==> config.mk <==
export PLATFORM = sky130hd
export DESIGN_NAME = amba3_apb_cam_slave_flat
export DESIGN_NICKNAME = d
export VERILOG_FILES = /design/src/rtl/amba3_apb_cam_slave_if.sv /design/src/rtl/amba3_apb_cam_slave.sv /design/src/flat_wrapper.sv
export SDC_FILE = /design/constraint.sdc
export NUM_CORES = 1
export LEC_CHECK = 0
export BUFFER_PORTS_ARGS = -buffer_cell sky130_fd_sc_hd__buf_2
export CORE_MARGIN = 1.5
export CORE_UTILIZATION = 54
export CTS_BUF_LIST = sky130_fd_sc_hd__clkbuf_8
export CTS_CLUSTER_DIAMETER = 100
export DETAILED_ROUTE_END_ITERATION = 10
export GPL_TIMING_DRIVEN = 0
export PLACE_DENSITY = 0.7
export SYNTH_ARGS = -nofsm -noshare
export SYNTH_HDL_FRONTEND = slang
export SYNTH_SLANG_ARGS = --single-unit
==> constraint.sdc <==
create_clock -name pclk -period 9.17 [get_ports pclk]
set_input_delay 1.3755 -clock pclk [delete_from_list [all_inputs] [get_ports pclk]]
set_output_delay 1.3755 -clock pclk [all_outputs]
set_load 0.01 [all_outputs]
==> src/rtl/amba3_apb_cam_slave_if.sv <==
// APB bus bundle for the CAM scratch-memory completer.
interface amba3_apb_cam_slave_if #(
  parameter int ADDR_SIZE = 32,
  parameter int DATA_SIZE = 32
);
  logic                 psel;
  logic                 penable;
  logic                 pwrite;
  logic [ADDR_SIZE-1:0] paddr;
  logic [DATA_SIZE-1:0] pwdata;
  logic [DATA_SIZE-1:0] prdata;
  logic                 pready;
  logic                 pslverr;

  modport master (
    output psel, penable, pwrite, paddr, pwdata,
    input  prdata, pready, pslverr
  );

  modport slave (
    input  psel, penable, pwrite, paddr, pwdata,
    output prdata, pready, pslverr
  );
endinterface

==> src/rtl/amba3_apb_cam_slave.sv <==
// AMBA 3 APB completer backed by a fully-associative {valid, tag, data} store.
// Full 32-bit addresses are keys; a write miss on a full store returns pslverr.
module amba3_apb_cam_slave #(
  parameter int ADDR_SIZE   = 32,
  parameter int DATA_SIZE   = 32,
  parameter int ENTRIES     = 16,
  parameter int WAIT_STATES = 0
) (
  input  logic                  pclk,
  input  logic                  preset,
  amba3_apb_cam_slave_if.slave  apb,
  output logic                  full
);

  localparam int IDX_W = (ENTRIES > 1) ? $clog2(ENTRIES) : 1;
  localparam int CNT_W = 4;

  logic [CNT_W-1:0]     r_cnt;
  logic [ENTRIES-1:0]   r_valid;
  logic                 r_full;
  logic [ADDR_SIZE-1:0] r_tag  [ENTRIES];
  logic [DATA_SIZE-1:0] r_data [ENTRIES];

  logic                 w_access;
  logic                 w_ready;
  logic                 w_hit;
  logic                 w_free;
  logic [IDX_W-1:0]     w_hit_idx;
  logic [IDX_W-1:0]     w_free_idx;
  logic [IDX_W-1:0]     w_wr_idx;
  logic                 w_wr_en;
  logic [ENTRIES-1:0]   w_valid_nxt;

  // Gating with preset forces all completion outputs low while reset is held.
  assign w_access = apb.psel & apb.penable & ~preset;
  assign w_ready  = w_access & (r_cnt == CNT_W'(WAIT_STATES));

  // Descending scan leaves the lowest-index free slot in w_free_idx.
  always_comb begin
    w_hit      = 1'b0;
    w_hit_idx  = '0;
    w_free     = 1'b0;
    w_free_idx = '0;
    for (int i = ENTRIES - 1; i >= 0; i--) begin
      if (!r_valid[i]) begin
        w_free     = 1'b1;
        w_free_idx = IDX_W'(i);
      end
      if (r_valid[i] && (r_tag[i] == apb.paddr)) begin
        w_hit     = 1'b1;
        w_hit_idx = IDX_W'(i);
      end
    end
  end

  assign w_wr_en  = w_ready & apb.pwrite & (w_hit | w_free);
  assign w_wr_idx = w_hit ? w_hit_idx : w_free_idx;

  always_comb begin
    w_valid_nxt = r_valid;
    if (w_wr_en) w_valid_nxt[w_wr_idx] = 1'b1;
  end

  always_ff @(posedge pclk or posedge preset) begin
    if (preset) begin
      r_cnt   <= '0;
      r_valid <= '0;
      r_full  <= 1'b0;
    end else begin
      // Not-ready access implies r_cnt is still below WAIT_STATES.
      if (!apb.psel || w_ready)
        r_cnt <= '0;
      else if (w_access)
        r_cnt <= r_cnt + 1'b1;
      r_valid <= w_valid_nxt;
      r_full  <= &w_valid_nxt;
    end
  end

  always_ff @(posedge pclk) begin
    if (w_wr_en) begin
      r_tag[w_wr_idx]  <= apb.paddr;
      r_data[w_wr_idx] <= apb.pwdata;
    end
  end

  assign apb.pready  = w_ready;
  assign apb.pslverr = w_ready & apb.pwrite & ~w_hit & ~w_free;
  assign apb.prdata  = (w_ready & ~apb.pwrite & w_hit) ? r_data[w_hit_idx] : '0;
  assign full        = r_full;

endmodule

==> src/flat_wrapper.sv <==
// flat-port wrapper written by rule: the top's interface ports become plain ports
module amba3_apb_cam_slave_flat 
#(
  parameter int ADDR_SIZE   = 32,
  parameter int DATA_SIZE   = 32,
  parameter int ENTRIES     = 16,
  parameter int WAIT_STATES = 0
)
  (pclk, preset, full, apb_psel, apb_penable, apb_pwrite, apb_paddr, apb_pwdata, apb_prdata, apb_pready, apb_pslverr);
  amba3_apb_cam_slave_if #(.ADDR_SIZE(ADDR_SIZE), .DATA_SIZE(DATA_SIZE)) apb_i ();
  input  logic pclk;
  input  logic preset;
  output logic full;
  input wire logic [$bits(apb_i.psel)-1:0] apb_psel;
  input wire logic [$bits(apb_i.penable)-1:0] apb_penable;
  input wire logic [$bits(apb_i.pwrite)-1:0] apb_pwrite;
  input wire logic [$bits(apb_i.paddr)-1:0] apb_paddr;
  input wire logic [$bits(apb_i.pwdata)-1:0] apb_pwdata;
  output wire logic [$bits(apb_i.prdata)-1:0] apb_prdata;
  output wire logic [$bits(apb_i.pready)-1:0] apb_pready;
  output wire logic [$bits(apb_i.pslverr)-1:0] apb_pslverr;
  assign apb_i.psel = apb_psel;
  assign apb_i.penable = apb_penable;
  assign apb_i.pwrite = apb_pwrite;
  assign apb_i.paddr = apb_paddr;
  assign apb_i.pwdata = apb_pwdata;
  assign apb_prdata = apb_i.prdata;
  assign apb_pready = apb_i.pready;
  assign apb_pslverr = apb_i.pslverr;
  amba3_apb_cam_slave #(.ADDR_SIZE(ADDR_SIZE), .DATA_SIZE(DATA_SIZE), .ENTRIES(ENTRIES), .WAIT_STATES(WAIT_STATES)) u_core (.pclk(pclk), .preset(preset), .apb(apb_i), .full(full));
endmodule
==> qor.txt <==
Clock Tree Buf Depth -> 3
R2R Setup Slk -> 3.52 ns
Layout Cells excl Fill -> 4,120
Critical Path RT -> 7.79 ns
Clock Power Share -> 0.385
Top cell type by total area after synthesis -> edfxtp_1
Initial Utilization -> 0.545
GRT Total Usage -> 0.289
Antenna viol nets, final -> 0
Register area share after synthesis -> 0.726
Peak VDD IR -> 127 uV
Critical path class -> in -> out
Final setup viols -> 0
Die Y -> 285 um
Post-route minimum period -> 8.96 ns
Clk sinks -> 1,045
Slew HR -> 0.230
Die W -> 285 um
GRT Residual Overflow -> 0
Routed len/inst -> 28.5 um
Pwr per Cell Area -> 193 nW/um^2
DP Worst Slack -> 0.565 ns
RSZ-0062 raised after global routing -> no
Hold path depth -> 1
Post-CTS setup buffer count -> 0
Combinational Power Share -> 0.051
I/O Buffers -> 103
Share of the synthesized area in the top cell type -> 0.714
Clock Skews -> 0.0401 ns
Vias per cell -> 6.07
Post-synth cell types -> 59
Mapped Area -> 43,100 um^2
Mapped Cells -> 2,622
1st-iter DRT viols -> 3,221
Sw Share -> 0.233
Post-DP HPWL -> 75,500 um
Hold endpoint -> u_core.r_valid[1]$_DFF_PP0_
Num CTS Buffers -> 162
P_sw -> 2.20 mW
CTS root buf -> clkbuf_8
Number of global-route vias before repair -> 24,700
Final hold slack -> 0.587 ns
IO Pins -> 104
Router iterations before antenna repair -> 5
TritonCTS clock tree -> built
Seq pwr share -> 0.564
Largest net degree at the start of global routing -> 44
Core Rows -> 103
Maxcap violations -> 0
CP max FO -> 17
Clock slew seen by the registers of the worst setup and hold paths -> 0.06 ns
First-pass GRT wire length -> 167,000 um
Leakage -> 16.2 nW
Initial antenna violation count -> 5
Yosys reg bits -> 1,045
Area Overhead vs Synth -> 13.4%
Post-synth EDFFs -> 1,024
Post-route DRC violation count -> 0
Hold crit path type -> reg -> reg
Hold Fails Final Rpt -> 0
Top FF cell, synth -> edfxtp_1
Reg2reg start -> u_core.r_tag[10][0]$_DFFE_PP_
Startpoint Class -> input port
Crit path capture type -> output pin
GP Congestion -> 0.900
Max Slew Vio Count -> 0
Worst-margin pin slew -> 1.14 ns
Vias -> 25,000
Top cells by area, synth -> edfxtp_1 (71%), xor2_1 (7.9%), mux2i_1 (3.7%)
Yosys warnings -> 0
Ys async rst share -> 0.0201
Mapped Nets -> 2,693
P_int -> 7.22 mW
Final WS setup -> 0.211 ns
Highest Clock Rate -> 0.112 GHz
Final WL -> 117,000 um
Fin nets -> 3,012
Tcrit/Tclk final -> 0.977
Hold_buf cts -> 0
Run status -> complete, no violations
Die ar. -> 81,400 um^2
Resize count post-CTS -> 0
R2r worst-path depth -> 13
R2R Path End -> u_core.full$_DFF_PP0_
Core area -> 79,000 um^2
Hold Startpoint -> u_core.r_valid[1]$_DFF_PP0_
H-Tree Depth -> 4
Crit path DAT -> 7.58 ns
Finished Core Util -> 0.618
Latest clock arrival within the worst-skew pair -> 0.83 ns
Inst Count DP -> 3,827
Mean Syn Cell Area -> 16.4 um^2
Layout cells sized above 1 -> 0.179
## synth_stat cells (2+ instances only)
master	number
mux2i_1	160
inv_1	8
and3_1	6
nor3_1	22
or2_2	10
nor2b_1	34
nor2_1	23
nand2_1	58
buf_2	70
and4_4	2
xnor2_1	123
nand3_1	29
nand4_1	53
and2_1	37
nand2b_1	4
a21boi_0	2
buf_1	8
clkbuf_1	35
xor2_1	390
o211ai_1	32
o31ai_1	2
a21oi_1	102
o21ai_0	21
a21o_1	2
or3_1	6
edfxtp_1	1024
buf_6	13
nor3b_1	3
ha_1	2
buf_4	14
o21ai_1	18
nor4_1	93
dfrtp_1	21
o21ba_2	2
o22ai_1	2
or4_1	6
mux2_2	66
a211oi_1	93
o21bai_1	6
## worst max path at each step
stage / startpoint / to / slack, ns / depth (start not counted)
after global routing: apb_paddr[13] / apb_prdata[28] / 0.23 / 17
after global placement: apb_paddr[3] / u_core.full$_DFF_PP0_ / -6.39 / 15
after CTS: apb_paddr[13] / apb_prdata[28] / 0.54 / 17
after detailed placement: apb_paddr[13] / apb_prdata[28] / 0.57 / 17
final: apb_paddr[13] / apb_prdata[28] / 0.21 / 17
after floorplan: apb_paddr[25] / u_core.full$_DFF_PP0_ / 0.15 / 14
## cell usage in the layout, fill, tap and decap left out, types with 58 or more instances in the layout
master and n:
a21oi_1 102, mux2i_1 160, xnor2_1 123, nor4_1 93, edfxtp_1 1024, clkbuf_8 163
a211oi_1 93, nand2_1 58, mux2_2 66, xor2_1 390, buf_2 173, inv_1 67
## registers in the layout, indices dropped and copies added, names as in the netlist
register and flops:
u_core.r_valid 16, u_core.r_cnt 4, u_core.r_data 512, u_core.r_tag 512, u_core.full 1
## power groups by stage
stage / Combinational [mW] / Clock, mW / Sequential [mW]
CTS: 0.471 / 3.66 / 5.31
global route: 0.505 / 3.87 / 5.31
floorplan: 0.234 / 0 / 5.41
detailed placement: 0.468 / 0 / 5.41
finish: 0.480 / 3.62 / 5.31
global placement: 0.422 / 0 / 5.41
## worst max-delay path: stages
cell       delay (ns)
buf_2            0.59
buf_2            0.42
buf_2            0.51
xnor2_1          0.18
nand4_1          0.14
nor3_1           0.86
nand4_1          0.27
o21ai_0          0.24
a221oi_1         0.13
o2bb2ai_1        0.37
buf_2            0.53
buf_2            0.45
clkbuf_1         0.57
a211oi_1         0.15
a21oi_1          0.36
o21ai_0          0.18
buf_2            0.19
## cells by family after synthesis
| kind of cell | count (synthesis) | share of synthesized area |
|---|---|---|
| mux | 226 | 0.0545 |
| compound gates | 293 | 0.0432 |
| buf+inv | 150 | 0.0189 |
| flops | 1045 | 0.726 |
| fa+ha+maj | 2 | 0.000581 |
| xor+xnor | 513 | 0.104 |
| simple gates | 393 | 0.0521 |
## area by class of cell
type                       count  area (um^2)
sequential                  1045        31300
clock buffer                 163         2240
clock inverter               128          741
inverter                       9         33.8
fill                        5639        30200
tap                         1050         1310
timing repair buffer         155         1380
buffer                       141          778
antenna                        2         5.00
multi-input combinational   1427        11100
## per-stage QoR
step           setup TNS (ns)  power [mW]  instance area (um^2)
6_report                    0        9.41                 48800
4_1_cts                     0        9.44                 48800
5_1_grt                     0        9.69                 48800
2_1_floorplan               0        5.64                 43100
3_5_place_dp                0        5.88                 45800
3_3_place_gp         -2294.27        5.84                 44900
## routing by layer
metal  global-route usage  routed length [um]
met5                    0                  22
met4               0.0890                3000
met3               0.0722               13200
met2                0.432               52900
met1                0.419               48100
Note: power is estimated with default switching activity, not from simulation.
